<file path="config.mk">
export PLATFORM = sky130hd
export DESIGN_NAME = rvfi_mem_tracker
export DESIGN_NICKNAME = d
export VERILOG_FILES = /design/src/rtl/rvfi_mem_tracker_pkg.sv /design/src/rtl/rvfi_mem_tracker_fifo.sv /design/src/rtl/rvfi_mem_tracker.sv
export SDC_FILE = /design/constraint.sdc
export NUM_CORES = 1
export LEC_CHECK = 0
export CORE_UTILIZATION = 36
export CTS_BUF_LIST = sky130_fd_sc_hd__clkbuf_2 sky130_fd_sc_hd__clkbuf_4 sky130_fd_sc_hd__clkbuf_8
export DETAILED_ROUTE_END_ITERATION = 7
export SYNTH_ARGS = -nofsm -noshare
export SYNTH_HDL_FRONTEND = slang
export SYNTH_SLANG_ARGS = --single-unit
</file>
<file path="constraint.sdc">
create_clock -name clock -period 6.4 [get_ports clock]
set_clock_uncertainty 0.15 [all_clocks]
set_input_delay 0.64 -clock clock [delete_from_list [all_inputs] [get_ports clock]]
set_output_delay 0.64 -clock clock [all_outputs]
set_load 0.05 [all_outputs]
</file>
<file path="src/rtl/rvfi_mem_tracker_pkg.sv">
// Shared types for the RVFI memory tracker: queue entry layout and error flag indices.
// Entries are sized for the widest supported XLEN; narrower builds zero-extend into them.
package rvfi_mem_tracker_pkg;

    localparam int unsigned XLEN_MAX = 64;

    localparam int unsigned ERR_OVERFLOW   = 0;
    localparam int unsigned ERR_UNDERFLOW  = 1;
    localparam int unsigned ERR_INCOMPLETE = 2;
    localparam int unsigned ERR_SPURIOUS   = 3;

    typedef struct packed {
        logic [XLEN_MAX-1:0]   addr;
        logic [XLEN_MAX/8-1:0] rmask;
        logic [XLEN_MAX/8-1:0] wmask;
        logic [XLEN_MAX-1:0]   wdata;
        logic [XLEN_MAX-1:0]   rdata;
        logic                  done;
    } mem_entry_t;

    // A request with no read bytes never waits for a response.
    function automatic mem_entry_t make_entry(
        input logic [XLEN_MAX-1:0]   addr,
        input logic [XLEN_MAX/8-1:0] rmask,
        input logic [XLEN_MAX/8-1:0] wmask,
        input logic [XLEN_MAX-1:0]   wdata
    );
        mem_entry_t e;
        e.addr  = addr;
        e.rmask = rmask;
        e.wmask = wmask;
        e.wdata = wdata;
        e.rdata = '0;
        e.done  = (rmask == '0);
        return e;
    endfunction

endpackage

</file>
<file path="src/rtl/rvfi_mem_tracker_fifo.sv">
// Program-order transaction queue with an oldest-not-done search used to steer
// in-order read responses to their entry.
module rvfi_mem_tracker_fifo
    import rvfi_mem_tracker_pkg::*;
#(
    parameter int unsigned DEPTH = 4
) (
    input  logic                clock,
    input  logic                reset,
    input  logic                push,
    input  mem_entry_t          push_entry,
    input  logic                pop,
    input  logic                exclude_head,
    input  logic                resp_write,
    input  logic [XLEN_MAX-1:0] resp_data,
    output mem_entry_t          head,
    output logic                empty,
    output logic                full,
    output logic                hit,
    output logic                hit_head
);

    localparam int unsigned AW = $clog2(DEPTH);

    mem_entry_t      mem [DEPTH];
    logic [AW:0]     wptr;
    logic [AW:0]     rptr;
    logic [AW:0]     count;
    logic [AW-1:0]   hit_idx;
    logic [AW-1:0]   idx;

    assign count = wptr - rptr;
    assign empty = (wptr == rptr);
    assign full  = (wptr[AW] != rptr[AW]) && (wptr[AW-1:0] == rptr[AW-1:0]);
    assign head  = mem[rptr[AW-1:0]];

    // Only entries already queued at the start of the cycle are candidates.
    always_comb begin
        hit      = 1'b0;
        hit_head = 1'b0;
        hit_idx  = rptr[AW-1:0];
        idx      = rptr[AW-1:0];
        for (int unsigned i = 0; i < DEPTH; i++) begin
            idx = rptr[AW-1:0] + AW'(i);
            if (!hit && ((AW+1)'(i) < count) && !(exclude_head && (i == 0)) && !mem[idx].done) begin
                hit      = 1'b1;
                hit_head = (i == 0);
                hit_idx  = idx;
            end
        end
    end

    always_ff @(posedge clock) begin
        if (reset) begin
            wptr <= '0;
            rptr <= '0;
            for (int unsigned i = 0; i < DEPTH; i++) begin
                mem[i] <= '0;
            end
        end else begin
            if (resp_write) begin
                mem[hit_idx].rdata <= resp_data;
                mem[hit_idx].done  <= 1'b1;
            end
            if (push) begin
                mem[wptr[AW-1:0]] <= push_entry;
                wptr              <= wptr + 1'b1;
            end
            if (pop) begin
                rptr <= rptr + 1'b1;
            end
        end
    end

endmodule

</file>
<file path="src/rtl/rvfi_mem_tracker.sv">
// RVFI memory-field producer: queues data-bus transactions and reports one per retire.
// Optional macro RVFI_MEM_TRACKER_FWD_EN forwards a response arriving with the pop of an undone head.
module rvfi_mem_tracker
    import rvfi_mem_tracker_pkg::*;
#(
    parameter int unsigned XLEN  = 32,
    parameter int unsigned DEPTH = 4
) (
    input  logic              clock,
    input  logic              reset,
    input  logic              mem_valid,
    input  logic              mem_ready,
    input  logic [XLEN-1:0]   mem_addr,
    input  logic [XLEN/8-1:0] mem_rmask,
    input  logic [XLEN/8-1:0] mem_wmask,
    input  logic [XLEN-1:0]   mem_wdata,
    input  logic              mem_rvalid,
    input  logic [XLEN-1:0]   mem_rdata,
    input  logic              ret_valid,
    input  logic              ret_mem,
    output logic              rvfi_valid,
    output logic [XLEN-1:0]   rvfi_mem_addr,
    output logic [XLEN/8-1:0] rvfi_mem_rmask,
    output logic [XLEN/8-1:0] rvfi_mem_wmask,
    output logic [XLEN-1:0]   rvfi_mem_rdata,
    output logic [XLEN-1:0]   rvfi_mem_wdata,
    output logic [3:0]        err
);

    logic       xfer, pop, push, full, empty, hit, hit_head;
    logic       exclude_head, fwd, resp_write;
    logic [3:0] err_next;
    mem_entry_t head, push_entry;
    logic       head_unused;

    // Bits above XLEN are always zero in stored entries.
    assign head_unused = ^head;

    assign xfer       = mem_valid && mem_ready;
    assign pop        = ret_valid && ret_mem && !empty;
    assign push       = xfer && (!full || pop);
    assign push_entry = make_entry(XLEN_MAX'(mem_addr), (XLEN_MAX/8)'(mem_rmask),
                                   (XLEN_MAX/8)'(mem_wmask), XLEN_MAX'(mem_wdata));

`ifdef RVFI_MEM_TRACKER_FWD_EN
    assign exclude_head = 1'b0;
    assign fwd          = pop && !head.done && mem_rvalid && hit_head;
`else
    // The head leaves this cycle, so a response must go to a younger entry.
    assign exclude_head = pop;
    assign fwd          = 1'b0;
`endif

    assign resp_write = mem_rvalid && hit && !fwd;

    always_comb begin
        err_next                 = '0;
        err_next[ERR_OVERFLOW]   = xfer && full && !pop;
        err_next[ERR_UNDERFLOW]  = ret_valid && ret_mem && empty;
        err_next[ERR_INCOMPLETE] = pop && !head.done && !fwd;
        err_next[ERR_SPURIOUS]   = mem_rvalid && !hit;
    end

    rvfi_mem_tracker_fifo #(
        .DEPTH(DEPTH)
    ) u_fifo (
        .clock        (clock),
        .reset        (reset),
        .push         (push),
        .push_entry   (push_entry),
        .pop          (pop),
        .exclude_head (exclude_head),
        .resp_write   (resp_write),
        .resp_data    (XLEN_MAX'(mem_rdata)),
        .head         (head),
        .empty        (empty),
        .full         (full),
        .hit          (hit),
        .hit_head     (hit_head)
    );

    always_ff @(posedge clock) begin
        if (reset) begin
            rvfi_valid     <= 1'b0;
            rvfi_mem_addr  <= '0;
            rvfi_mem_rmask <= '0;
            rvfi_mem_wmask <= '0;
            rvfi_mem_rdata <= '0;
            rvfi_mem_wdata <= '0;
            err            <= '0;
        end else begin
            err        <= err | err_next;
            rvfi_valid <= ret_valid;
            if (ret_valid) begin
                if (pop) begin
                    rvfi_mem_addr  <= head.addr[XLEN-1:0];
                    rvfi_mem_rmask <= head.rmask[XLEN/8-1:0];
                    rvfi_mem_wmask <= head.wmask[XLEN/8-1:0];
                    rvfi_mem_wdata <= head.wdata[XLEN-1:0];
                    rvfi_mem_rdata <= head.done ? head.rdata[XLEN-1:0] : (fwd ? mem_rdata : '0);
                end else begin
                    rvfi_mem_addr  <= '0;
                    rvfi_mem_rmask <= '0;
                    rvfi_mem_wmask <= '0;
                    rvfi_mem_wdata <= '0;
                    rvfi_mem_rdata <= '0;
                end
            end
        end
    end

endmodule

</file>
Word level (Yosys, flattened, before mapping)
Memories as Yosys holds them, arrays and structs flattened. A register that Yosys moved wholly into a read port is not among the register bits.
Index checks and enable logic that the tools add are counted.

word-level totals
  bits in read-only memories = 0
  RAM bits = 420
  bits in registers = 115
  input bits = 111
  bits in latches = 0
  memories kept = 1
  logic and storage cells = 87

memory list
  memory      depth  bits a word  read ports  clocked after memory_dff  write ports  RTL line                     source
  u_fifo.mem  4      105          4           1                         4            rvfi_mem_tracker_fifo.sv:25  mem_entry_t mem [DEPTH];

operators by class
  reduce and logical (&&, ||, !) cells = 34
  divide/modulo/power cells = 0
  add/sub/neg operators = 6
  equality and inequality tests = 3
  $lt $le $gt $ge = 4
  shift operators = 0
  multiply operators = 0
  multiplexer cells = 29
  bitwise logic cells = 1

operators with widths
  kind                                                                 number
  105-bit two-way mux                                                  2
  105-bit OR reduction                                                 2
  32-bit two-way mux                                                   4
  1-bit logical AND                                                    19
  2-bit two-way mux                                                    8
  1-bit two-way mux                                                    13
  1-bit zero test                                                      11
  4-bit two-way mux                                                    2
  3-bit by 1-bit adder with 3-bit output, second input constant        2
  1-bit by 3-bit < comparator with 1-bit output, first input constant  2
  2-bit by 3-bit < comparator with 1-bit output, first input constant  2
  2-bit adder, second input constant                                   2
  4-bit zero test                                                      1
  4-bit bitwise OR                                                     1
  3-bit equality test                                                  1
  3-bit subtractor                                                     1
  2-bit by 1-bit adder with 2-bit output, second input constant        1
  2-bit equality test                                                  1
  1-bit logical OR                                                     1
  1-bit inequality test                                                1

Logic depth before layout (Yosys ltp)
Gate-level depths: netlist of run 1.

  depth after elaboration = 25
  depth in mapped cells = 12
  gate-level depth less buffers = 10

Hierarchy
Synthesis of run 1 repeated with hierarchy kept, for this count alone.

second synthesis, totals
  cell total of the unflattened synthesis = 2804
  area total of the unflattened synthesis = 42031.6 um^2

by module, submodules not included
  module                 area each (um^2)  times used  cells each
  rvfi_mem_tracker_fifo  38582.0           1           2543
  rvfi_mem_tracker       3449.6            1           261

Least setup slack after synthesis of run 1
Ideal clock, no wire load.

  kind = register -> register
  start = register u_fifo.rptr[1]
  end = memory u_fifo.mem[1][100] (netlist name), enable pin
  required time = 5.824 ns
  setup slack = 2.698 ns
  path buffers = 1
  arrival = 3.126 ns
  period minus slack after synthesis = 3.702 ns
  cell stages (with the launch flop) = 9
  cell sequence = dfxtp_1 inv_1 ha_1 nand3_1 nor2_1 nor2_1 a21oi_1 clkbuf_1 inv_1

RTL lines
  what                      RTL line                     source
  start: declaration        rvfi_mem_tracker_fifo.sv:27  logic [AW:0] rptr;
  start signal: assignment  rvfi_mem_tracker_fifo.sv:70  rptr <= rptr + 1'b1;
  end: declaration          rvfi_mem_tracker_fifo.sv:25

==> flow_summary.json, run 1 <==
{
  "slew_headroom_pct": 19.3,
  "drt-total-wl_um": 60700,
  "max_freq_mhz": 232,
  "grt_pass1_wl_um": 92300,
  "avgRoutedWirePerCell_um": 20.2,
  "maxCapViolations": 0,
  "postSynthNetCount": 2026,
  "crit_chain": "ha_1 > mux4_2 > a21o_1 > o21bai_1 > o32a_1 > a311oi_4 > buf_4 > o21ai_0",
  "start_util_pct": 36.5,
  "grt_max_degree": 295,
  "slew_violations": 0,
  "antenna_left": 0,
  "syn2layout_area_growth_pct": 20.7,
  "arrival_ns": 4.68,
  "synth-compound-area-share_pct": 3.93,
  "peakVddDrop_v": 0.000148,
  "ys.flop_type": "edfxtp_1",
  "fin_util_pct": 44.0,
  "worstPathMaxFanout": 42,
  "clock_sinks": 537,
  "syn_area_per_cell_um2": 12.1,
  "post_cts_buffers": 0,
  "vias_per_cell": 5.14,
  "synth_seq_cells": 537,
  "status": "completed",
  "vias": 15400,
  "powerDensity_nw_per_um2": 278,
  "clockBufferDepth": 3,
  "drt_pass1_iterations": 5,
  "io_buffers": 219,
  "ctsRootBufferMaster": "clkbuf_8",
  "die_y_um": 255,
  "clkTransAtPathRegs_ns": 0.06,
  "core_um2": 63200,
  "synth_xor_area_share_pct": 0.250,
  "drtIter0Drc": 1165,
  "seq_area_frac_synth_pct": 59.3,
  "netlist_area_um2": 23000,
  "grt_overflow_total": 0,
  "critPathLaunchType": "register",
  "synthAdderAreaFrac_pct": 0.467,
  "final.setup.tns_ns": 0,
  "crit-reg2reg-launch": "u_fifo.rptr[0]",
  "fin_nets": 2201,
  "fillCellCount": 5769,
  "setup_violations": 0,
  "clkLatencyLatePin_ns": 0.70,
  "cp_slowest_stage_delay_ns": 1.06,
  "hp-class": "input port to register",
  "yosysUniqueCellTypes": 47,
  "die_w_um": 255,
  "drive_gt1_share_pct": 14.9,
  "placementRows": 92,
  "grt_use_total_pct": 18.7,
  "drc_errors": 0,
  "hp-start": "reset",
  "worstPathRequired_ns": 6.77,
  "cts_tree": "done",
  "critPathKind": "register to register",
  "synth-edff-count": 292,
  "finalCriticalPeriod_ns": 4.30,
  "gp_congestion": 0.798,
  "critPathLaunch": "u_fifo.rptr[0]",
  "netlist_instances": 1907,
  "pin_count": 220,
  "cp_slowest_cell": "a311oi_4",
  "dpl.hpwl_um": 33100,
  "antenna_found_initial": 4,
  "hold_viol_final": 0,
  "htreeDepth": 3,
  "tightest_slew_ns": 1.21,
  "synthSimpleGateAreaFrac_pct": 17.9,
  "grt_pass1_vias": 15800,
  "synth_top_family_by_area": "simple AND/OR/NAND/NOR gates",
  "antennaDiodeCount": 0,
  "cts_made_buffers": 93,
  "postSynth.asyncResetShare_pct": 0,
  "fin_crit_sh_pct": 67.3,
  "leakagePower_nw": 11.5,
  "rsz0062_at_grt": "no",
  "dieArea_um2": 65000,
  "cts_resized": 0,
  "end_kind": "register",
  "ctsHoldBuffers": 0,
  "muxShareOfSynthArea_pct": 14.9,
  "synth_warnings": 0
}
[routing by layer]
layer  up-vias  routed length, um  part of all wire (%)  GRT usage (%)
met5         -                 55                 0.091              0
met4         8               1220                   2.0           6.06
met3        84               3940                   6.5           4.28
met2       451              29500                    49           31.3
met1      7632              26000                    43           23.9
li1       7243                  -                     -              -
[flip-flops by register name, summed over array words and instances (netlist names), named ones only]
register        flops
u_fifo.mem        420
rvfi_mem_addr      32
rvfi_mem_rdata     32
rvfi_mem_wdata     32
err                 4
rvfi_mem_rmask      4
rvfi_mem_wmask      4
u_fifo.rptr         3
u_fifo.wptr         3
rvfi_valid          1
[cells in the mapped netlist, types with 4 or more instances]
cell type | number | share of area [%]
o21ai_0 | 14 | 0.30
buf_4 | 9 | 0.29
dfxtp_1 | 245 | 21
nor3_1 | 4 | 0.087
clkbuf_1 | 141 | 2.3
buf_6 | 7 | 0.34
edfxtp_1 | 292 | 38
nor2_1 | 120 | 2.0
a21oi_1 | 110 | 2.4
ha_1 | 7 | 0.38
inv_1 | 10 | 0.16
and2_1 | 4 | 0.11
buf_1 | 8 | 0.13
o21ai_1 | 25 | 0.54
and3_1 | 292 | 7.9
nor2b_1 | 105 | 2.9
mux2i_1 | 97 | 4.2
mux4_2 | 108 | 11
nand2_1 | 239 | 3.9
nand3_1 | 35 | 0.76
[layout by cell type, fill, tap and decap left out, types with 3 or more instances in the layout]
cell	instances
and3_1	292
edfxtp_1	292
dfxtp_1	243
nand2_1	239
clkdlybuf4s50_1	217
nor2_1	120
mux4_2	108
a21oi_1	106
nor2b_1	105
clkbuf_8	105
mux2i_1	97
nand3_1	35
clkbuf_4	30
buf_4	28
o21ai_1	25
o21ai_0	14
clkinv_2	13
clkinv_1	11
inv_1	6
and2_1	4
a21oi_4	4
ha_2	4
xnor2_1	3
a31oi_1	3
ha_1	3
clkinvlp_4	3
[path summary, 6_finish.rpt]
check                                           to  slack, ns  cells past startpoint
worst max register to register   u_fifo.mem[1][18]       2.10                      8
worst max-delay path             u_fifo.mem[1][18]       2.10                      8
worst min register to register   u_fifo.mem[1][24]       0.30                      2
worst min-delay path            rvfi_mem_rdata[21]       0.27                      2
[logic make-up after synthesis]
kind of cell,after synthesis
AO/OA/AOI/OAI,165
multiplexers,207
adder cells (fa/ha/maj),8
AND/OR/NAND/NOR,807
flip-flops,537
buffers and inverters,178
XOR/XNOR,5
[worst max-delay path: cells and delay by family, from the launching register on]
kind	cells	cell delay (ns)
adders and majority gates	1	0.37
AOI/OAI and AO/OA	5	1.91
buffers and inverters	1	0.55
DFF	1	0.56
muxes	1	0.59
[area by class of cell]
class                           instances  area, um^2  area share, %
Timing Repair Buffer                  247        2420           8.71
Tap cell                              846        1060           3.81
Sequential cell                       537       13700           49.2
Multi-Input combinational cell       1192        8690           31.3
Inverter                               11        46.3          0.166
Clock buffer                          135        1670           6.01
Clock inverter                         31         241          0.868
[where the power goes]
group | internal, mW | switching (mW) | leakage (nW)
sequential | 3.77 | 0.0498 | 5.02
clock | 1.77 | 1.44 | 1.01
combinational | 0.271 | 0.428 | 5.52
[stage by stage]
stage | cells | instance area, um^2 | setup slack, ns | hold slack, ns | power (mW)
after global routing | 2999 | 27800 | 1.85 | 0.232 | 8.03
final | 2999 | 27800 | 2.10 | 0.267 | 7.72
after global placement | 2833 | 25900 | 2.00 | 0.283 | 4.58
after detailed placement | 2833 | 25900 | 1.94 | 0.291 | 4.60
after CTS | 2999 | 27800 | 2.09 | 0.205 | 7.82
after floorplan | 1907 | 23000 | 2.70 | 0.275 | 4.31
Power figures use the tool's default switching activity.
==> run 2: changes to the inputs <==
==> constraint.sdc (replaced) <==
create_clock -name clock -period 4.5 [get_ports clock]
set_clock_uncertainty 0.15 [all_clocks]
set_input_delay 0.45 -clock clock [delete_from_list [all_inputs] [get_ports clock]]
set_output_delay 0.45 -clock clock [all_outputs]
set_load 0.05 [all_outputs]
==> run 2 against run 1 <==
Combinational power increased by 44%. Sequential share of layout area decreased by 0.24 points. Count of clock-buffer cells in the layout increased by 6. Via count increased by 2.2%. First-iteration DRC count decreased by 3.9%. Global-route usage increased by 0.49 points. Power increased by 44%. Sequential cell count unchanged. Clock power increased by 46%. Critical endpoint is now u_fifo.mem[1][0]. Largest cell class unchanged.
==> flow_summary.json, run 2 (synthesized netlist as in run 1, its figures left out) <==
{
  "vias": 15800,
  "drt-total-wl_um": 62400,
  "antenna_left": 0,
  "grt_pass1_vias": 16000,
  "critPathLaunchType": "register",
  "syn2layout_area_growth_pct": 21.3,
  "setup_ws_ns": 0.880,
  "crit_chain": "ha_1 > mux4_2 > a21o_1 > o21bai_1 > o32a_1 > a311oi_4 > buf_4 > nand2b_1",
  "pin_count": 220,
  "die_y_um": 255,
  "antenna_found_initial": 9,
  "vias_per_cell": 5.23,
  "post_cts_buffers": 0,
  "status": "completed",
  "multiInputGateArea_um2": 8690,
  "fin_nets": 2208,
  "io_buffers": 219,
  "place_ws_ns": 0.932,
  "clock_sinks": 537,
  "top_register": "u_fifo.mem",
  "dp_cells": 2841,
  "placementRows": 92,
  "gp_congestion": 0.804,
  "arrival_ns": 3.88,
  "core_um2": 63200,
  "hp-start": "reset",
  "avgRoutedWirePerCell_um": 20.7,
  "finalCriticalPeriod_ns": 3.62,
  "cp_top_family": "compound AO/OA/AOI/OAI gates",
  "grt_use_total_pct": 19.2,
  "fin_util_pct": 44.2,
  "maxCapViolations": 0,
  "peakVddDrop_v": 0.000236,
  "clockBufferDepth": 3,
  "tightest_slew_ns": 1.11,
  "fillCellCount": 5801,
  "drt_pass1_iterations": 5,
  "cts_made_buffers": 92,
  "leakagePower_nw": 11.6,
  "cts_resized": 0,
  "setup_violations": 0,
  "critPathLaunch": "u_fifo.rptr[0]",
  "worstPathMaxFanout": 48,
  "fin_crit_sh_pct": 80.5,
  "worstPathRequired_ns": 4.76,
  "largest_reg_flops": 420,
  "drive_gt1_share_pct": 15.4,
  "htreeDepth": 3,
  "die_w_um": 255,
  "drtIter0Drc": 1119,
  "slew_headroom_pct": 25.7,
  "critPathKind": "register to register",
  "ctsHoldBuffers": 0,
  "end_kind": "register",
  "final-instance-count-excl-fill": 3011,
  "grt_pass1_wl_um": 94700,
  "powerDensity_nw_per_um2": 397,
  "dieArea_um2": 65000,
  "cp_slowest_cell": "mux4_2",
  "crit_buf_inv": 1,
  "dpl.hpwl_um": 34100,
  "hp-class": "input port to register",
  "grt_max_degree": 229,
  "max_freq_mhz": 276,
  "clkLatencyLatePin_ns": 0.71,
  "start_util_pct": 36.5,
  "cts_tree": "done",
  "crit-reg2reg-launch": "u_fifo.rptr[0]",
  "cp_slowest_stage_delay_ns": 0.58,
  "fin_total_pwr_mw": 11.1,
  "slew_violations": 0,
  "ctsRootBufferMaster": "clkbuf_8",
  "grt_overflow_total": 0,
  "rsz0062_at_grt": "no",
  "clkTransAtPathRegs_ns": 0.06,
  "final.setup.tns_ns": 0,
  "drc_errors": 0,
  "mostFrequentLayoutCells": "and3_1, edfxtp_1, dfxtp_1, nand2_1, clkdlybuf4s50_1",
  "regArea_um2": 13700,
  "hold_viol_final": 0
}
[run 2: final cells by class]
type / count / share of cell area (%)
Antenna cell: 3 / 0.0269
Clock buffer: 141 / 6.16
Clock inverter: 26 / 0.891
Inverter: 11 / 0.166
Multi-Input combinational cell: 1192 / 31.1
Sequential cell: 537 / 48.9
Tap cell: 846 / 3.79
Timing Repair Buffer: 255 / 8.93
[run 2: worst reg2reg max path, cell delays in order, from the launching register on]
cell,delay [ns]
dfxtp_1,0.56
ha_1,0.36
mux4_2,0.58
a21o_1,0.21
o21bai_1,0.23
o32a_1,0.28
a311oi_4,0.32
buf_4,0.47
nand2b_1,0.18
[run 2: stage by stage]
step | cell area, um^2 | hold slack [ns]
finish | 28000 | 0.108
global route | 27900 | 0.110
CTS | 27900 | 0.0601
detailed placement | 26000 | 0.292
global placement | 26000 | 0.283
floorplan | 23000 | 0.275
[run 2: per-layer routing]
metal / GRT usage, % / share of wire, % / vias to the layer above
li1: - / - / 7259
met2: 32.1 / 49 / 424
met1: 24.3 / 43 / 7959
met3: 4.64 / 6.3 / 97
met4: 6.42 / 2.1 / 14
met5: 0 / 0.16 / -
[run 2: report_power, final]
part           internal, mW  switching [mW]  total (mW)  leakage (nW)
combinational         0.390           0.616        1.01          5.56
clock                  2.63            2.05        4.68          1.04
sequential             5.36          0.0695        5.43          5.02
[run 2: final timing paths]
path,endpoint,cells past startpoint,slack [ns]
max,u_fifo.mem[1][0],8,0.88
min,rvfi_mem_rdata[4],2,0.11
max reg2reg,u_fifo.mem[1][0],8,0.88
min reg2reg,u_fifo.mem[1][26],2,0.30
==> edit 1 (config.mk and constraints of run 2) <==
The parameter `XLEN` goes from 32 to 16.
--- a/src/rtl/rvfi_mem_tracker.sv
+++ b/src/rtl/rvfi_mem_tracker.sv
@@ -5,3 +5,3 @@
 #(
-    parameter int unsigned XLEN  = 32,
+    parameter int unsigned XLEN  = 16,
     parameter int unsigned DEPTH = 4
Ports: changed (10 resized); port bits go from 220 to 116. The function was not compared with the original's and may differ.
==> edit 1 against run 2 <==
Sequential cell count shrank 260. Wire length decreased by 52%. Via count down 50%. Total power shrank 47%. Hold slack lost 0.051 ns. Design area decreased by 48%. Setup slack worse by 0.024 ns. Area after synthesis fell by 48%.
==> edit 1: results <==
metrics = {
    "place": {
        "numPortBuffers": 115,
        "place_area_um2": 13600,
        "pre_cts_slack_ns": 0.876,
        "gp_congestion": 0.818,
        "dpl.cell_count": 1475,
    },
    "synth": {
        "synth-edff-count": 148,
        "ys_top_cells_by_area": "edfxtp_1 37%, dfxtp_1 21%, mux4_2 10%",
        "synth_common_cells": "148 x edfxtp_1, 145 x and3_1, 129 x dfxtp_1",
        "synthMuxAreaShare_pct": 14.6,
        "synth_fa_ha_area_share_pct": 0.890,
        "syn_inst": 977,
        "synth_xor_xnor_area_share_pct": 0.476,
        "synth.distinct_cells": 54,
        "ys_seq_area_share_pct": 58.1,
    },
    "critical_path": {
        "r2r_slack_ns": 0.86,
        "endpoint": "u_fifo.mem[2][3]",
        "crit_arrival_ns": 3.96,
    },
    "global_routing": {
        "antenna_found_initial": 2,
        "grt_pass1_vias": 8225,
        "grt_pass1_wl_um": 46800,
        "grt_use_total_pct": 17.8,
    },
    "status": {
        "status": "completed",
    },
    "power": {
        "leakagePower_uw": 0.00605,
        "max-vdd-ir-drop_v": 0.000183,
    },
    "clock_tree": {
        "cts_made_buffers": 48,
        "htree_num_levels": 2,
        "clk-insertion-delay-late_ns": 0.55,
    },
    "layout": {
        "finalNetCount": 1150,
        "drive_gt1_share_pct": 17.3,
        "largest_reg_flops": 212,
    },
    "min_path": {
        "hold_end": "err[3]",
    },
    "route": {
        "drt_iter0_drc": 436,
        "vias": 7913,
        "drt-met1-wl_um": 14100,
        "wl_met3_um": 1620,
        "wl_met2_um": 13800,
        "routedWlPerCell_um": 19.1,
        "first_pass_iters": 8,
        "avgViaCountPerCell": 5.05,
    },
    "timing": {
        "worst_pin_slew_ns": 1.15,
        "holdWs_ns": 0.0572,
    },
}
edit 1: area by class of cell:
| cell class | instances | area [um2] |
|---|---|---|
| Timing Repair Buffer | 137 | 1330 |
| Inverter | 9 | 33.8 |
| Clock inverter | 7 | 88.8 |
| Fill cell | 3032 | 18100 |
| Multi-Input combinational cell | 610 | 4620 |
| Sequential cell | 277 | 7030 |
| Antenna cell | 2 | 5.00 |
| Clock buffer | 82 | 991 |
| Tap cell | 442 | 553 |
edit 1: critical path: stages, from the launching register on:
cell      delay [ns]
dfxtp_1         0.58
ha_1            0.24
fa_1            0.46
or2_2           0.30
a21o_1          0.25
o21ai_2         0.08
a221oi_2        0.06
nor4_4          0.37
and2_1          0.53
buf_4           0.34
mux2i_1         0.20
edit 1: where the power goes:
part	total [uW]	switching (uW)	internal (uW)
clock network	2520	1020	1500
logic	528	316	212
registers	2790	39.1	2760
edit 1: routing by layer:
metal	GRT usage (%)	up-vias
li1	-	3789
met1	24.2	3892
met2	28.8	191
met3	3.60	41
met4	4.76	0
met5	0	-
==> edit 2 (flow settings as in run 2) <==
Made on the original files. Put one more register stage on the output `err`, cleared by the reset. The value now appears one clock later. The other outputs are not delayed to match.
--- a/src/rtl/rvfi_mem_tracker.sv
+++ b/src/rtl/rvfi_mem_tracker.sv
@@ -28,2 +28,4 @@
 );
+
+    logic [3:0] err_s0;
 
@@ -89,5 +91,5 @@
             rvfi_mem_wdata <= '0;
-            err            <= '0;
+            err_s0         <= '0;
         end else begin
-            err        <= err | err_next;
+            err_s0     <= err_s0 | err_next;
             rvfi_valid <= ret_valid;
@@ -111,2 +113,10 @@
 
+    always_ff @(posedge clock) begin
+        if (reset) begin
+            err <= '0;
+        end else begin
+            err <= err_s0;
+        end
+    end
+
 endmodule
Check against the original RTL: not settled (the Yosys comparison gave no result); the edit may change what the design does.
==> edit 2 against run 2 <==
Design area decreased by 0.15%. Fmax is 11% lower. Setup slack lost 0.46 ns. Area after synthesis shrank 0.81%. Non-clock buffer count shrank 2. Die area decreased by 0.81%. Wire length shrank 2.1%. Sequential cell count is 4 higher. Total power up 1.1%. Critical path depth grew 3. Largest cell class unchanged.
==> edit 2: results <==
metrics = {
    "critical_path": {
        "rr_startpoint": "u_fifo.wptr[0]",
        "crit_arrival_ns": 4.46,
        "r2r_slack_ns": 0.42,
        "reg2reg_depth": 11,
        "critPathMaxFanout": 24,
        "reg2reg_to": "u_fifo.mem[2][4]",
        "critPathMaxStageDelay_ns": 0.63,
        "cp_slowest_cell": "nor4b_1",
        "cp_top_family": "simple AND/OR/NAND/NOR gates",
    },
    "global_routing": {
        "grt_start_max_net_pins": 271,
        "grt_use_total_pct": 18.8,
        "grt_pass1_wl_um": 92500,
        "antenna_found_initial": 2,
        "grt_pass1_vias": 15401,
    },
    "min_path": {
        "hold_end": "rvfi_mem_rdata[8]",
        "hold_start": "reset",
        "hold_class": "primary input to register",
    },
    "layout": {
        "finalNetCount": 2008,
        "nFillCells": 5659,
        "drive_gt1_share_pct": 17.3,
        "largest_register": "u_fifo.mem",
    },
    "synth": {
        "ys_seq_area_share_pct": 60.2,
        "synth_compound_area_share_pct": 6.42,
        "syn_inst": 1711,
        "syn_nets": 1830,
        "synth_fa_ha_area_share_pct": 0.471,
        "ys_top_cells_by_area": "edfxtp_1 38%, dfxtp_1 22%, mux4_2 11%",
        "ys_warn_count": 0,
        "synthMuxAreaShare_pct": 13.6,
        "synth_xor_xnor_area_share_pct": 0.356,
        "synth_common_cells": "292 x edfxtp_1, 288 x and3_1, 249 x dfxtp_1",
        "synth.distinct_cells": 51,
    },
    "place": {
        "dpl.cell_count": 2630,
        "gp_congestion": 0.798,
        "hpwl_um": 31600,
    },
    "clock_tree": {
        "cts_setup_buffers": 0,
        "clk-insertion-delay-late_ns": 0.69,
        "cts_made_buffers": 94,
    },
    "route": {
        "avgViaCountPerCell": 5.39,
        "routedWlPerCell_um": 21.7,
        "drt-met1-wl_um": 26100,
        "wl_met3_um": 3840,
        "first_pass_iters": 7,
        "wl_um": 61100,
        "drt_iter0_drc": 1000,
        "wl_met2_um": 29700,
    },
    "power": {
        "leakagePower_uw": 0.0114,
        "max-vdd-ir-drop_v": 0.000245,
        "swShare_pct": 24.6,
    },
    "timing": {
        "slew_headroom_pct": 28.6,
    },
    "status": {
        "status": "completed",
    },
}
edit 2: power by group through the flow:
stage	Combinational (uW)	Sequential, uW	Clock, uW
finish	995	5460	4780
global route	1070	5480	5120
CTS	1010	5460	4920
detailed placement	1000	5560	0
global placement	995	5550	0
floorplan	557	5600	0
edit 2: final cells by class:
class                   count  area, um2  area share (%)
flip-flops and latches    541      13800            49.3
multi-input cells         993       8490            30.4
repair buffers            253       2540            9.10
clock buffers             144       1790            6.41
well taps                 837       1050            3.75
clock inverters            32        256           0.919
inverters                   6       22.5          0.0807
diodes                      3       7.51          0.0269
edit 2: through the flow:
step           power [uW]  util [%]  hold slack [ns]  setup slack (ns)  instance area, um2
2_1_floorplan        6160         -            0.279             0.572               22900
3_3_place_gp         6550      41.6            0.300             0.568               25900
3_5_place_dp         6570      41.6            0.304             0.493               25900
4_1_cts             11400      44.9           0.0807             0.443               27900
5_1_grt             11700      44.9            0.132             0.190               27900
6_report            11200      44.9            0.157             0.417               27900
edit 2: per-layer routing:
metal	vias to the layer above	GRT usage, %
met1	7655	24.4
met2	477	31.4
met4	4	5.58
met3	96	4.27
met5	-	0
li1	6917	-
edit 2: worst max-delay path by stage:
stage                     cells past startpoint                end            from  slack [ns]
after floorplan                               8   u_fifo.mem[1][0]  u_fifo.rptr[1]        0.57
after global placement                       10  u_fifo.mem[2][10]  u_fifo.rptr[0]        0.57
after detailed placement                      8   u_fifo.mem[2][8]  u_fifo.rptr[0]        0.49
after CTS                                     8   u_fifo.mem[2][4]  u_fifo.rptr[0]        0.44
after global routing                         11   u_fifo.mem[2][8]  u_fifo.wptr[0]        0.19
final                                        11   u_fifo.mem[2][4]  u_fifo.wptr[0]        0.42
